**config.mk**
```make
export PLATFORM = sky130hd
export DESIGN_NAME = alu_seq_core
export DESIGN_NICKNAME = d
export VERILOG_FILES = /design/src/rtl/alu_pkg.sv /design/src/rtl/alu_iter_unit.sv /design/src/rtl/alu_seq_core.sv
export SDC_FILE = /design/constraint.sdc
export NUM_CORES = 1
export LEC_CHECK = 0
export ABC_AREA = 1
export BUFFER_PORTS_ARGS = -buffer_cell sky130_fd_sc_hd__buf_2
export CORE_MARGIN = 2
export CORE_UTILIZATION = 51
export CTS_CLUSTER_SIZE = 25
export DETAILED_ROUTE_END_ITERATION = 12
export GPL_TIMING_DRIVEN = 0
export PLACE_DENSITY = 0.83
export SLEW_MARGIN = 20
export SYNTH_ARGS = -nofsm -noshare
export SYNTH_HDL_FRONTEND = slang
export SYNTH_SLANG_ARGS = --single-unit
```
**constraint.sdc**
```tcl
create_clock -name Clk -period 1.8 [get_ports Clk]
set_clock_uncertainty 0.05 [all_clocks]
set_input_delay 0.45 -clock Clk [delete_from_list [all_inputs] [get_ports Clk]]
set_output_delay 0.45 -clock Clk [all_outputs]
set_load 0.05 [all_outputs]
```
**src/rtl/alu_pkg.sv**
```systemverilog
// Shared operator encodings, FSM states and operator-legality helper for alu_seq_core.
// Divide counts as a legal operator only when ALU_SEQ_DIV_EN is defined.
package alu_pkg;

    localparam logic [5:0] OP_ADD = 6'b000001;
    localparam logic [5:0] OP_SUB = 6'b000010;
    localparam logic [5:0] OP_MUL = 6'b000100;
    localparam logic [5:0] OP_DIV = 6'b001000;
    localparam logic [5:0] OP_AND = 6'b010000;
    localparam logic [5:0] OP_OR  = 6'b100000;

    typedef enum logic [1:0] {
        IDLE = 2'd0,
        CALC = 2'd1,
        DONE = 2'd2
    } alu_state_e;

    function automatic logic isLegalOp(input logic [5:0] op);
        logic w_legal;
        w_legal = (op == OP_ADD) || (op == OP_SUB) || (op == OP_MUL) ||
                  (op == OP_AND) || (op == OP_OR);
`ifdef ALU_SEQ_DIV_EN
        w_legal = w_legal || (op == OP_DIV);
`endif
        return w_legal;
    endfunction

endpackage

```
**src/rtl/alu_iter_unit.sv**
```systemverilog
// Iterative shift-add multiplier and (with ALU_SEQ_DIV_EN) restoring divider.
// A start pulse loads the operands; exactly WIDTH steps follow, and the result then holds until the next start.
module alu_iter_unit
    import alu_pkg::*;
#(
    parameter int WIDTH = 5
) (
    input  logic               clk,
    input  logic               rst,
    input  logic               i_start,
`ifdef ALU_SEQ_DIV_EN
    input  logic               i_isDiv,
`endif
    input  logic [WIDTH-1:0]   i_opA,
    input  logic [WIDTH-1:0]   i_opB,
    output logic               o_lastStep,
    output logic [2*WIDTH-1:0] o_result
);

    localparam int CW = $clog2(WIDTH + 1);
    localparam logic [CW-1:0] COUNT_INIT = CW'(WIDTH);

    logic [CW-1:0]      r_count;
    logic [2*WIDTH-1:0] r_acc;
    logic [2*WIDTH-1:0] r_mcand;
    logic [WIDTH-1:0]   r_mplier;

    assign o_lastStep = (r_count == CW'(1));

    always_ff @(posedge clk or posedge rst) begin
        if (rst) begin
            r_count  <= '0;
            r_acc    <= '0;
            r_mcand  <= '0;
            r_mplier <= '0;
        end else if (i_start) begin
            r_count  <= COUNT_INIT;
            r_acc    <= '0;
            r_mcand  <= {{WIDTH{1'b0}}, i_opA};
            r_mplier <= i_opB;
        end else if (r_count != '0) begin
            r_count  <= r_count - CW'(1);
            if (r_mplier[0]) begin
                r_acc <= r_acc + r_mcand;
            end
            r_mcand  <= r_mcand << 1;
            r_mplier <= r_mplier >> 1;
        end
    end

`ifdef ALU_SEQ_DIV_EN
    logic               r_isDiv;
    logic [WIDTH-1:0]   r_rem;
    logic [WIDTH-1:0]   r_quot;
    logic [WIDTH-1:0]   r_divisor;
    logic [WIDTH:0]     w_shift;
    logic               w_fits;
    logic [WIDTH-1:0]   w_diffLow;

    // A zero divisor always fits, which yields an all-ones quotient and leaves the dividend as remainder.
    assign w_shift   = {r_rem, r_quot[WIDTH-1]};
    assign w_fits    = (w_shift >= {1'b0, r_divisor});
    assign w_diffLow = w_shift[WIDTH-1:0] - r_divisor;

    always_ff @(posedge clk or posedge rst) begin
        if (rst) begin
            r_isDiv   <= 1'b0;
            r_rem     <= '0;
            r_quot    <= '0;
            r_divisor <= '0;
        end else if (i_start) begin
            r_isDiv   <= i_isDiv;
            r_rem     <= '0;
            r_quot    <= i_opA;
            r_divisor <= i_opB;
        end else if (r_count != '0) begin
            if (w_fits) begin
                r_rem  <= w_diffLow;
                r_quot <= {r_quot[WIDTH-2:0], 1'b1};
            end else begin
                r_rem  <= w_shift[WIDTH-1:0];
                r_quot <= {r_quot[WIDTH-2:0], 1'b0};
            end
        end
    end

    assign o_result = r_isDiv ? {r_rem, r_quot} : r_acc;
`else
    assign o_result = r_acc;
`endif

endmodule

```
**src/rtl/alu_seq_core.sv**
```systemverilog
// Handshaked calculator ALU: single-cycle add/sub/and/or plus iterative mul/div, with compare flags.
// Define ALU_SEQ_DIV_EN to build the divider; otherwise divide is rejected as an illegal operator.
module alu_seq_core
    import alu_pkg::*;
#(
    parameter int WIDTH = 5
) (
    input  logic               Clk,
    input  logic               reset,
    input  logic               in_valid,
    output logic               in_ready,
    input  logic               mode,
    input  logic [WIDTH-1:0]   number1,
    input  logic [WIDTH-1:0]   number2,
    input  logic [5:0]         operator_mode,
    output logic               out_valid,
    input  logic               out_ready,
    output logic [2*WIDTH-1:0] output_num,
    output logic               equalityBit,
    output logic               balanceBit,
    output logic               error
);

    alu_state_e         r_state;
    alu_state_e         w_nextState;
    logic [2*WIDTH-1:0] r_result;
    logic               r_useIter;
    logic               r_equal;
    logic               r_balance;
    logic               r_error;

    logic               w_accept;
    logic               w_legal;
    logic               w_isIterOp;
    logic               w_divByZero;
    logic               w_startIter;
    logic               w_iterLast;
    logic [WIDTH:0]     w_sum;
    logic [WIDTH:0]     w_diff;
    logic [2*WIDTH-1:0] w_oneCycleResult;
    logic [2*WIDTH-1:0] w_iterResult;

    assign in_ready = (r_state == IDLE) && !reset;
    assign w_accept = in_valid && in_ready;
    assign w_legal  = isLegalOp(operator_mode);

`ifdef ALU_SEQ_DIV_EN
    assign w_isIterOp  = (operator_mode == OP_MUL) || (operator_mode == OP_DIV);
    assign w_divByZero = (operator_mode == OP_DIV) && (number2 == '0);
`else
    assign w_isIterOp  = (operator_mode == OP_MUL);
    assign w_divByZero = 1'b0;
`endif

    assign w_startIter = w_accept && !mode && w_isIterOp;
    assign w_sum       = {1'b0, number1} + {1'b0, number2};
    assign w_diff      = {1'b0, number1} - {1'b0, number2};

    always_comb begin
        w_oneCycleResult = '0;
        if (!mode) begin
            case (operator_mode)
                OP_ADD:  w_oneCycleResult = {{(WIDTH-1){1'b0}}, w_sum};
                OP_SUB:  w_oneCycleResult = {{(WIDTH-1){w_diff[WIDTH]}}, w_diff};
                OP_AND:  w_oneCycleResult = {{WIDTH{1'b0}}, number1 & number2};
                OP_OR:   w_oneCycleResult = {{WIDTH{1'b0}}, number1 | number2};
                default: w_oneCycleResult = '0;
            endcase
        end
    end

    alu_iter_unit #(
        .WIDTH(WIDTH)
    ) u_iter (
        .clk        (Clk),
        .rst        (reset),
        .i_start    (w_startIter),
`ifdef ALU_SEQ_DIV_EN
        .i_isDiv    (operator_mode == OP_DIV),
`endif
        .i_opA      (number1),
        .i_opB      (number2),
        .o_lastStep (w_iterLast),
        .o_result   (w_iterResult)
    );

    always_ff @(posedge Clk or posedge reset) begin
        if (reset) begin
            r_state <= IDLE;
        end else begin
            r_state <= w_nextState;
        end
    end

    always_comb begin
        w_nextState = r_state;
        case (r_state)
            IDLE: if (w_accept)   w_nextState = w_startIter ? CALC : DONE;
            CALC: if (w_iterLast) w_nextState = DONE;
            DONE: if (out_ready)  w_nextState = IDLE;
            default:              w_nextState = IDLE;
        endcase
    end

    // Everything except the iterative result is decided at acceptance and held until the next one.
    always_ff @(posedge Clk or posedge reset) begin
        if (reset) begin
            r_result  <= '0;
            r_useIter <= 1'b0;
            r_equal   <= 1'b0;
            r_balance <= 1'b0;
            r_error   <= 1'b0;
        end else if (w_accept) begin
            r_result  <= w_oneCycleResult;
            r_useIter <= w_startIter;
            r_equal   <= (number1 == number2);
            r_balance <= (number1 >= number2);
            r_error   <= !mode && (!w_legal || w_divByZero);
        end
    end

    assign out_valid   = (r_state == DONE);
    assign output_num  = r_useIter ? w_iterResult : r_result;
    assign equalityBit = r_equal;
    assign balanceBit  = r_balance;
    assign error       = r_error;

endmodule

```
; After elaboration in Yosys (flattened, before gate mapping)
; Index checks and enable logic that the tools add are counted.
[word_totals]
regBits = 44
inputBits = 21
word_cells = 64
[op_classes]
addsub = 4
magnitude_cmp = 1
n_eq_ne = 12
mux = 17
n_bitwise = 2
n_reduce_logical = 18
[op_table]
columns = op, count
row1 = 10-bit 2-to-1 mux, 7
row2 = 10-bit one-hot mux with 4 select lines, 1
row3 = 10-bit adder, 1
row4 = 5-bit 2-to-1 mux, 2
row5 = 2-bit 2-to-1 mux, 4
row6 = 5-bit by 5-bit adder with 6-bit output, 1
row7 = 6-bit by 1-bit equality test with 1-bit output (second input constant), 1
row8 = 6-bit by 2-bit equality test with 1-bit output (second input constant), 1
row9 = 6-bit by 3-bit equality test with 1-bit output (second input constant), 1
row10 = 6-bit by 5-bit equality test with 1-bit output (second input constant), 1
row11 = 6-bit equality test (second input constant), 1
row12 = 3-bit 2-to-1 mux, 2
row13 = 2-bit one-hot mux with 3 select lines, 1
row14 = 5-bit by 5-bit subtractor with 6-bit output, 1
row15 = 5-bit AND, 1
row16 = 5-bit equality test, 1
row17 = 5-bit greater-or-equal comparator, 1
row18 = 1-bit logical AND, 5
row19 = 5-bit OR, 1
row20 = 1-bit logical OR, 4
row21 = 2-bit by 1-bit inequality test with 1-bit output (second input constant), 2
row22 = 2-bit nonzero test, 2
row23 = 3-bit by 1-bit equality test with 1-bit output (second input constant), 1
row24 = 1-bit zero test, 3
row25 = other kinds (8), 8

; Depth between registers and ports, before layout
; Gate-level depths: netlist of run 1.
[logic_depth]
word_depth = 8
depth_mapped = 11
mapped_depth_nobuf = 11

; Modules after synthesis
; From an unflattened synthesis of run 1, not the netlist that was laid out.
[hier_totals]
hier_cells = 432
hier_area_um2 = 3139.3
[by_module_without_submodules]
columns = module, instances, cells_each, area_each_um2, seq_area_each_um2
row1 = alu_iter_unit, 1, 205, 1681.6, 700.7
row2 = alu_seq_core, 1, 227, 1457.6, 325.3

; Worst setup path after synthesis of run 1
; No wires, ideal clock.
[synth_path]
path_type = input to register
startpoint = input port reset
endpoint = register u_iter.r_mplier[0]
arrival_ps = 2206
required_ps = 1631
setup_slack_ps = -575
path_stages = 7
cell_sequence = inv_1 nand4_4 nor2_8 inv_4 buf_6 o21ai_2 a21oi_2
[synth_via]
elab_chain_cells = 6
elab_cells_between_ends = 7
[synth_lines]
columns = element, line_no
row1 = start: declaration, alu_seq_core.sv:9  ; input logic reset,
row2 = 1-bit zero test (no source line) *, n/a
row3 = 1-bit logical AND *, alu_seq_core.sv:43  ; assign in_ready = (r_state == IDLE) && !reset;
row4 = 1-bit logical AND *, alu_seq_core.sv:44  ; assign w_accept = in_valid && in_ready;
row5 = 1-bit logical AND * (2 in a row), alu_seq_core.sv:55  ; assign w_startIter = w_accept && !mode && w_isIterOp;
row6 = 5-bit 2-to-1 mux or 2-bit nonzero test (tied branches), n/a
row7 = end signal: assignment, alu_iter_unit.sv:40  ; r_mplier <= i_opB;
row8 = end signal: assignment, alu_iter_unit.sv:47  ; r_mplier <= r_mplier >> 1;
row9 = end: declaration, alu_iter_unit.sv:26  ; logic [WIDTH-1:0] r_mplier;
; Every way passes the cells marked *; elsewhere a longest branch is shown, timed or not.
; A chain may end at the register's enable or synchronous reset.

; Final worst setup path of run 1
[layout_path]
startpoint = register r_state[1]
endpoint = output port in_ready
[layout_via]
elab_chain_cells = 2
[layout_lines]
columns = element, line_no
row1 = start: declaration, alu_seq_core.sv:24  ; alu_state_e r_state;
row2 = start signal: assignment, alu_seq_core.sv:91  ; r_state <= w_nextState;
row3 = 2-bit zero test, alu_seq_core.sv:43
row4 = 1-bit logical AND, alu_seq_core.sv:43
row5 = end: declaration, alu_seq_core.sv:11  ; output logic in_ready,
; No other way between the ends.

==> results of run 1 <==
## layer usage
metal | share of wire, % | vias to the layer above | GRT usage, % | wire, um
li1 | - | 1481 | - | -
met1 | 45 | 1356 | 31.6 | 3370
met2 | 49 | 76 | 39.4 | 3610
met3 | 4.0 | 13 | 3.37 | 299
met4 | 2.2 | 0 | 10.3 | 166
met5 | 0 | - | 0 | 0
## cell usage in the layout, fill, tap and decap left out, types with 2 or more instances in the layout
cell type   instances
a21oi_1             9
a21oi_2             3
buf_2              27
buf_4               3
buf_6               2
clkbuf_4           11
clkbuf_8            6
clkinvlp_4          2
dfrtp_1            41
fa_1                2
ha_1               28
inv_1              50
inv_2               3
nand2_1           159
nand2_2             2
nand3_1            40
nand3_2             2
nand3b_1            5
nand4_1             5
nor2_1             35
nor2_2              3
nor2_4              4
o21ai_0            11
o21ai_1             6
o22ai_1             2
xnor2_1             5
xor2_1              2
## worst register-to-register path: stages (launching register included)
cell and delay, ns:
dfrtp_1 0.41, ha_2 0.22, fa_2 0.36, nand3_1 0.09, nand2_1 0.11, nand3_1 0.11
nand3b_1 0.08, nand3_1 0.10, nand2_1 0.05
## power by group
group / leakage, nW / internal [mW] / switching (mW)
clock network: 0.0585 / 0.452 / 0.325
registers: 0.541 / 1.19 / 0.220
logic: 1.47 / 0.705 / 1.25
total: 2.06 / 2.35 / 1.80
## synth_stat cells, drive strengths merged, types with 2 or more instances
| cell | number |
|---|---|
| nand3b | 5 |
| fa | 3 |
| nor2 | 43 |
| dfrtp | 41 |
| o22ai | 2 |
| inv | 55 |
| buf | 7 |
| xnor2 | 5 |
| a21oi | 13 |
| o21ai | 18 |
| nand2 | 161 |
| xor2 | 2 |
| nand4 | 6 |
| nand3 | 42 |
| nor3 | 3 |
| ha | 29 |
## layout make-up
class                      count  area (um2)
fill                         539        2310
clock buffer                   7        86.3
sequential                    41        1030
inverter                      55         213
clock inverter                 1        30.0
timing repair inverter         2        12.5
multi-input combinational    337        1880
buffer                         8        60.1
timing repair buffer          35         203
tap                           75        93.8
## per-stage QoR
step                worst slack (ns)  hold slack, ns  cell area, um2
floorplan                     -0.243           0.399            3140
global placement              -0.900           0.414            3410
detailed placement            -0.968           0.417            3410
CTS                          0.00860           0.114            3550
global route                 -0.0254           0.124            3610
finish                        0.0375           0.113            3610
## flip-flops by register name (all words and copies together) (netlist names)
| name | flops |
|---|---|
| u_iter.r_mcand | 10 |
| u_iter.r_mplier | 5 |
| error | 1 |
| u_iter.r_count | 3 |
| equalityBit | 1 |
| u_iter.o_result | 10 |
| r_useIter | 1 |
| r_result | 7 |
| balanceBit | 1 |
| r_state | 2 |
## final timing paths
path                                                  end  slack (ns)  cells after the start
min reg2reg                             error$_DFFE_PP0N_        0.44                      2
max reg2reg                u_iter.o_result[6]$_DFFE_PP0P_        0.12                      8
max                                              in_ready        0.04                      2
max in group asynchronous   u_iter.r_mcand[0]$_DFFE_PP0P_        1.19                      2
min                         u_iter.r_mcand[8]$_DFFE_PP0P_        0.11                      2
min in group Clk           u_iter.r_mplier[3]$_DFFE_PP0P_        0.40                      3
## timing repair
| action | in CTS | in global routing |
|---|---|---|
| gates cloned | 2 | 0 |
| resized for setup | 7 | 19 |
| pin swaps | 0 | 1 |
| endpoints found under the setup margin | 51 | 23 |
## logic make-up (layout without fill, tap and decap cells)
logic type      after synthesis  in the layout  share of synthesized area (%)
simple gates                262            262                           37.1
fa+ha+maj                    32             32                           13.5
xor+xnor                      7              7                           1.96
flops                        41             41                           32.8
buf+inv                      63            108                           8.31
compound gates               36             36                           6.40
==> summary.json, run 1 <==
{
  "routing": {
    "route.detailed.drc": 0,
    "drc_violation_total_after_the_first_tritonroute_iteration": 118,
    "wl_cell_um": 13.3,
    "detail_route.first_pass.iterations": 4,
    "vias": 2926,
    "vias_per_cell": 5.22,
    "wirelength_um": 7450,
    "postRouteAntennaNets": 0
  },
  "sta": {
    "finalHoldViolations": 0,
    "setup_viol_count_final": 0,
    "tns_ns": 0,
    "min_period_ns": 1.76,
    "timing.fmax_mhz": 567,
    "least_margin_pin_slew_ns": 0.564,
    "max_slew_margin_pct": 62.2,
    "final_max_slew_viol_count": 0,
    "layout_worst_path_cycle_share_pct": 97.9
  },
  "yosys": {
    "synth_top_cells_by_area": "dfrtp_1 (33%), nand2_1 (19%), ha_1 (12%)",
    "postSynthCellCount": 441,
    "synth_cell_type_count": 35,
    "synth_seq_cells": 41,
    "avgSynthCellArea_um2": 7.10,
    "synth_fp_nets": 494,
    "top_area_cell_type_share_of_the_netlist_area_pct": 32.8,
    "yosys_warnings": 0,
    "synth-seq-area-share_pct": 32.8,
    "synthesis.area_um2": 3130,
    "synth_edf_count": 0,
    "synth_top_area_cell": "dfrtp_1",
    "synthArstFlopShare_pct": 100,
    "synth_flop_cell": "dfrtp_1"
  },
  "clock_network": {
    "worstSkewPairLatency_ns": 0.30,
    "cts_root_buffer": "clkbuf_8",
    "clock-sinks": 41,
    "clkTransAtPathRegs_ns": 0.08,
    "cts_max_path_buffers": 2,
    "cts_inserted_buffers": 5,
    "cts_hold_buffers": 0,
    "cts_tree": "yes",
    "cts_setup_buffers": 0,
    "htreeDepth": 2
  },
  "pwr": {
    "report.power.total_mw": 4.15,
    "leakage_nw": 2.06,
    "peakVddDrop_v": 0.000606,
    "power.density_cell_area_nw_per_um2": 1150
  },
  "global_route": {
    "grt_first_pass_wirelength_um": 12200,
    "grt_overflow": 0,
    "grt_antenna_before_repair": 0,
    "largest_net_degree_at_the_start_of_global_routing": 22,
    "grt_pass1_vias": 2679,
    "globalRouteTotalUtil_pct": 24.0
  },
  "setup_path": {
    "cp-start-kind": "flop",
    "timing.critical_path.buf_inv": 1,
    "critical-path-max-stage-delay_ns": 0.45,
    "cp_cell_sequence": "nor3_2, buf_2",
    "largest_fanout_on_the_critical_path": 4,
    "worst_r2r_startpoint": "u_iter.r_mcand[0]$_DFFE_PP0P_",
    "startpoint_to_endpoint_class_of_the_critical_path": "reg2out",
    "critical_path.startpoint": "r_state[1]$_DFFE_PP0P_",
    "setup.worst_path.end_class": "output port",
    "cp_data_required_time_ns": 1.30,
    "crit_family": "flip-flops",
    "cpMaxStageDelayCell": "dfrtp_1",
    "worst-endpoint-arrival_ns": 1.26
  },
  "placed_design": {
    "hpwlAfterDp_um": 5720,
    "port_buffers": 35,
    "gp_congestion": 0.952,
    "place_inst": 551
  },
  "run_status": {
    "run_status": "finished, final reports clean"
  },
  "layout": {
    "n_antenna_cell": 0,
    "drive_gt1_share_pct": 16.5,
    "layout_utilization_pct": 60.9,
    "area_growth_pct": 15.2,
    "finish.net_count": 538,
    "layoutNonFillerInstCount": 561
  },
  "floorplan": {
    "ioPinCount": 36,
    "core_region_area_um2": 5920,
    "fp-row-count": 28,
    "floorplan.die.height_um": 82.3,
    "die_width_um": 82.3,
    "initial_standard_cell_utilization_of_the_core_pct": 52.9,
    "die_area_um2": 6780
  },
  "flow_run": {
    "cap_viol_max_count": 0
  },
  "hold_path": {
    "worst_hold_path_type": "in2async"
  }
}
No activity file was read; power rests on OpenSTA's default activity.
==> run 2, diff against run 1 <==
--- a/config.mk
+++ b/config.mk
@@ -13,6 +13,7 @@
 export DETAILED_ROUTE_END_ITERATION = 12
 export GPL_TIMING_DRIVEN = 0
 export PLACE_DENSITY = 0.83
+export RECOVER_POWER = 50
 export SLEW_MARGIN = 20
 export SYNTH_ARGS = -nofsm -noshare
 export SYNTH_HDL_FRONTEND = slang
==> summary.json, run 2 (synthesis gave the netlist of run 1 again) <==
{
  "clock_network": {
    "cts_inserted_buffers": 5,
    "cts_max_path_buffers": 2,
    "worstSkewPairLatency_ns": 0.30,
    "cts_tree": "yes",
    "cts_setup_buffers": 0,
    "cts_root_buffer": "clkbuf_8",
    "htreeDepth": 2,
    "clock-sinks": 41,
    "clkTransAtPathRegs_ns": 0.08
  },
  "global_route": {
    "grt_pass1_vias": 2679,
    "largest_net_degree_at_the_start_of_global_routing": 22,
    "grt_overflow": 0,
    "grt_first_pass_wirelength_um": 12200,
    "grt_antenna_before_repair": 0,
    "globalRouteTotalUtil_pct": 24.0
  },
  "layout": {
    "layout_utilization_pct": 60.8,
    "area_growth_pct": 15.0,
    "finish.net_count": 538,
    "final_common_cell": "nand2_1",
    "final_instance_area_um2": 3600,
    "drive_gt1_share_pct": 15.8,
    "leading_cell_types_in_the_layout_fill_and_taps_excluded": "nand2_1 (159), inv_1 (50), dfrtp_1 (41)",
    "n_antenna_cell": 0
  },
  "floorplan": {
    "die_area_um2": 6780,
    "floorplan.die.height_um": 82.3,
    "core_region_area_um2": 5920,
    "ioPinCount": 36,
    "fp-row-count": 28,
    "initial_standard_cell_utilization_of_the_core_pct": 52.9,
    "die_width_um": 82.3
  },
  "routing": {
    "wirelength_um": 7400,
    "route.detailed.drc": 0,
    "detail_route.first_pass.iterations": 4,
    "drc_violation_total_after_the_first_tritonroute_iteration": 124,
    "wl_cell_um": 13.2,
    "vias_per_cell": 5.20,
    "vias": 2920,
    "postRouteAntennaNets": 0
  },
  "pwr": {
    "switching_share_pct": 43.3,
    "share_comb_of_total_power_pct": 47.1,
    "intPower_mw": 2.34,
    "netSwitchingPower_mw": 1.78,
    "leakage_nw": 2.06,
    "clock_power_share_pct": 18.6,
    "power.density_cell_area_nw_per_um2": 1150,
    "peakVddDrop_v": 0.000603,
    "seq_power_share_pct": 34.2
  },
  "setup_path": {
    "cp_cell_sequence": "nor3_2, buf_2",
    "crit_family": "flip-flops",
    "worst-endpoint-arrival_ns": 1.26,
    "cp-start-kind": "flop",
    "critical-path-max-stage-delay_ns": 0.45,
    "cp_data_required_time_ns": 1.30,
    "largest_fanout_on_the_critical_path": 4,
    "setup.worst_path.end_class": "output port",
    "worst-r2r-setup-slack_ns": 0.11,
    "startpoint_to_endpoint_class_of_the_critical_path": "reg2out",
    "timing.critical_path.buf_inv": 1,
    "cpMaxStageDelayCell": "dfrtp_1"
  },
  "sta": {
    "setup_viol_count_final": 0,
    "hold_slack_ns": 0.106,
    "layout_worst_path_cycle_share_pct": 97.8,
    "timing.fmax_mhz": 568,
    "final_max_slew_viol_count": 0,
    "finalHoldViolations": 0,
    "least_margin_pin_slew_ns": 0.986,
    "max_slew_margin_pct": 33.9,
    "min_period_ns": 1.76
  },
  "placed_design": {
    "hpwlAfterDp_um": 5720,
    "gp_congestion": 0.952,
    "port_buffers": 35,
    "placedInstanceArea_um2": 3410
  },
  "hold_path": {
    "worst_hold_path_type": "in2async"
  },
  "run_status": {
    "run_status": "finished, final reports clean"
  },
  "flow_run": {
    "cap_viol_max_count": 0
  }
}
## run 2: cell types whose count changed in the layout (fill, tap and decap cells not counted), sizes merged
cell and change:
buf -3, clkbuf +3
## run 2: final cells by class
cell class,count,area (um2)
plain buffers,8,60.1
clock buffers,7,86.3
clock inverters,1,30.0
fillers,542,2320
inverters,55,213
multi-input cells,337,1880
flip-flops and latches,41,1030
well taps,75,93.8
repair buffers,35,199
repair inverters,2,10.0
## run 2: worst paths after layout
kind	end	from	depth (start not counted)
worst min-delay path	u_iter.r_mcand[8]$_DFFE_PP0P_	reset	2
max in group asynchronous	r_result[2]$_DFFE_PP0N_	reset	2
worst min register to register	r_result[4]$_DFFE_PP0N_	r_result[4]$_DFFE_PP0N_	2
min in group Clk	u_iter.r_mplier[3]$_DFFE_PP0P_	number2[3]	3
worst max-delay path	in_ready	r_state[1]$_DFFE_PP0P_	2
worst max register to register	u_iter.o_result[6]$_DFFE_PP0P_	u_iter.r_mcand[0]$_DFFE_PP0P_	9
## run 2: repair_timing
action,CTS,global route
setup endpoints to repair,51,23
pin swaps,0,1
hold buffers,0,0
cloned,2,0
gates resized for setup,7,19
## run 2: power by group through the flow
stage	combinational [mW]	clock, mW	sequential (mW)
floorplan	1.38	0	1.48
global placement	1.83	0	1.40
detailed placement	1.90	0	1.42
CTS	1.92	0.775	1.40
global route	2.19	0.827	1.45
finish	1.94	0.769	1.41
## run 2: layer usage
| layer | vias up | share of wire (%) | track usage [%] |
|---|---|---|---|
| met1 | 1352 | 45 | 31.6 |
| met2 | 75 | 49 | 39.4 |
| li1 | 1482 | - | - |
| met5 | - | 0 | 0 |
| met4 | 0 | 2.0 | 10.3 |
| met3 | 11 | 4.4 | 3.37 |
## run 2: per-stage QoR
step,setup WS (ns),power (mW),cells,setup TNS [ns]
detailed placement,-0.968,3.32,551,-32.60
global route,-0.0254,4.46,561,-0.0306
global placement,-0.900,3.23,551,-30.11
floorplan,-0.243,2.87,441,-6.68
CTS,0.00860,4.09,561,0
finish,0.0399,4.12,561,0
==> run 3, diff against run 2 <==
--- a/config.mk
+++ b/config.mk
@@ -13,7 +13,7 @@
 export DETAILED_ROUTE_END_ITERATION = 12
 export GPL_TIMING_DRIVEN = 0
 export PLACE_DENSITY = 0.83
-export RECOVER_POWER = 50
+export RECOVER_POWER = 100
 export SLEW_MARGIN = 20
 export SYNTH_ARGS = -nofsm -noshare
 export SYNTH_HDL_FRONTEND = slang
==> summary.json, run 3 (synthesis gave the netlist of run 1 again) <==
{
  "sta": {
    "least_margin_pin_slew_ns": 1.00,
    "layout_worst_path_cycle_share_pct": 97.1,
    "timing.fmax_mhz": 572,
    "hold_slack_ns": 0.102,
    "min_period_ns": 1.75,
    "max_slew_margin_pct": 32.9,
    "final_max_slew_viol_count": 0,
    "setup_viol_count_final": 0,
    "finalHoldViolations": 0
  },
  "setup_path": {
    "critical-path-max-stage-delay_ns": 0.37,
    "setup.worst_path.end_class": "output port",
    "startpoint_to_endpoint_class_of_the_critical_path": "reg2out",
    "reg2regPathDepth": 7,
    "cpMaxStageDelayCell": "dfrtp_1",
    "cp_cell_sequence": "clkbuf_4, nand2_1, nand2_1, clkbuf_4",
    "timing.critical_path.buf_inv": 2,
    "end_of_the_worst_register_to_register_path": "u_iter.r_mcand[6]$_DFFE_PP0P_",
    "worst-r2r-setup-slack_ns": 0.11,
    "timing.critical_path.to": "output_num[4]",
    "critical_path_cell_count": 4,
    "cp_data_required_time_ns": 1.30,
    "cp-start-kind": "flop",
    "worst-endpoint-arrival_ns": 1.25,
    "largest_fanout_on_the_critical_path": 10,
    "worst_r2r_startpoint": "r_state[1]$_DFFE_PP0P_",
    "critical_path.startpoint": "r_useIter$_DFFE_PP0N_",
    "crit_family": "buffers and inverters"
  },
  "run_status": {
    "run_status": "finished, final reports clean"
  },
  "pwr": {
    "peakVddDrop_v": 0.000603,
    "power.density_cell_area_nw_per_um2": 1150,
    "leakage_nw": 2.03,
    "report.power.total_mw": 4.12
  },
  "layout": {
    "finish.net_count": 538,
    "area_growth_pct": 14.4,
    "layoutNonFillerInstCount": 561,
    "drive_gt1_share_pct": 15.2,
    "leading_cell_types_in_the_layout_fill_and_taps_excluded": "nand2_1 (159), inv_1 (50), dfrtp_1 (41)",
    "layout_utilization_pct": 60.5,
    "final_common_cell": "nand2_1",
    "n_antenna_cell": 0,
    "final_instance_area_um2": 3580
  },
  "clock_network": {
    "clock-sinks": 41,
    "worstSkewPairLatency_ns": 0.30,
    "htreeDepth": 2,
    "clkTransAtPathRegs_ns": 0.08,
    "cts_hold_buffers": 0,
    "cts_tree": "yes",
    "cts_max_path_buffers": 2,
    "cts_setup_buffers": 0,
    "cts_inserted_buffers": 5,
    "cts_root_buffer": "clkbuf_8"
  },
  "floorplan": {
    "initial_standard_cell_utilization_of_the_core_pct": 52.9,
    "floorplan.die.height_um": 82.3,
    "fp-row-count": 28,
    "die_area_um2": 6780,
    "ioPinCount": 36,
    "core_region_area_um2": 5920,
    "die_width_um": 82.3
  },
  "routing": {
    "wirelength_um": 7470,
    "vias": 2941,
    "drc_violation_total_after_the_first_tritonroute_iteration": 131,
    "route.detailed.drc": 0,
    "postRouteAntennaNets": 0,
    "detail_route.first_pass.iterations": 4,
    "vias_per_cell": 5.24,
    "wl_cell_um": 13.3
  },
  "global_route": {
    "globalRouteTotalUtil_pct": 24.0,
    "grt_overflow": 0,
    "grt_pass1_vias": 2679,
    "grt_first_pass_wirelength_um": 12200,
    "largest_net_degree_at_the_start_of_global_routing": 22,
    "grt_antenna_before_repair": 0
  },
  "placed_design": {
    "port_buffers": 35,
    "placedInstanceArea_um2": 3410,
    "hpwlAfterDp_um": 5720,
    "place_inst": 551,
    "gp_congestion": 0.952
  },
  "flow_run": {
    "cap_viol_max_count": 0
  },
  "hold_path": {
    "worst_hold_path_type": "in2async"
  }
}
run 3: cell types whose count changed in the layout (fill, tap and decap cells not counted):
cell      change
buf_2         -3
clkbuf_1      +1
clkbuf_2      +2
nor2_1        +2
nor2_2        -1
nor2_8        -1
run 3: per-layer routing:
layer	wire, um	vias to the layer above	GRT usage (%)
li1	-	1478	-
met4	171	0	10.3
met3	358	15	3.37
met1	3350	1368	31.6
met5	0	-	0
met2	3590	80	39.4
run 3: power by group:
part	internal [mW]	leakage, nW	switching (mW)
clock	0.452	0.0585	0.322
sequential	1.19	0.541	0.216
combinational	0.687	1.43	1.25
run 3: final cells by class:
class | instances | area [um2]
buffer | 8 | 60.1
clock buffer | 7 | 86.3
clock inverter | 1 | 30.0
fill | 543 | 2340
inverter | 55 | 213
multi-input combinational | 337 | 1860
sequential | 41 | 1030
tap | 75 | 93.8
timing repair buffer | 35 | 198
timing repair inverter | 2 | 10.0
run 3: worst min-delay path by stage:
stage / startpoint / to / slack [ns] / cells past startpoint
floorplan: r_result[1]$_DFFE_PP0N_ / r_result[1]$_DFFE_PP0N_ / 0.40 / 2
global placement: r_result[4]$_DFFE_PP0N_ / r_result[4]$_DFFE_PP0N_ / 0.41 / 2
detailed placement: r_result[4]$_DFFE_PP0N_ / r_result[4]$_DFFE_PP0N_ / 0.42 / 2
CTS: reset / u_iter.r_mcand[8]$_DFFE_PP0P_ / 0.11 / 2
global route: reset / u_iter.r_mcand[7]$_DFFE_PP0P_ / 0.11 / 2
finish: reset / u_iter.r_mcand[6]$_DFFE_PP0P_ / 0.10 / 2
run 3: metrics by stage:
step | worst slack [ns] | TNS, ns
2_1_floorplan | -0.243 | -6.68
3_3_place_gp | -0.900 | -30.11
3_5_place_dp | -0.968 | -32.60
4_1_cts | 0.00860 | 0
5_1_grt | -0.0254 | -0.0308
6_report | 0.0524 | 0
run 3: repair_timing:
| item | CTS | global route |
|---|---|---|
| setup endpoints to repair | 51 | 23 |
| resized for setup | 7 | 19 |
| pin swaps | 0 | 1 |
| cloned | 2 | 0 |
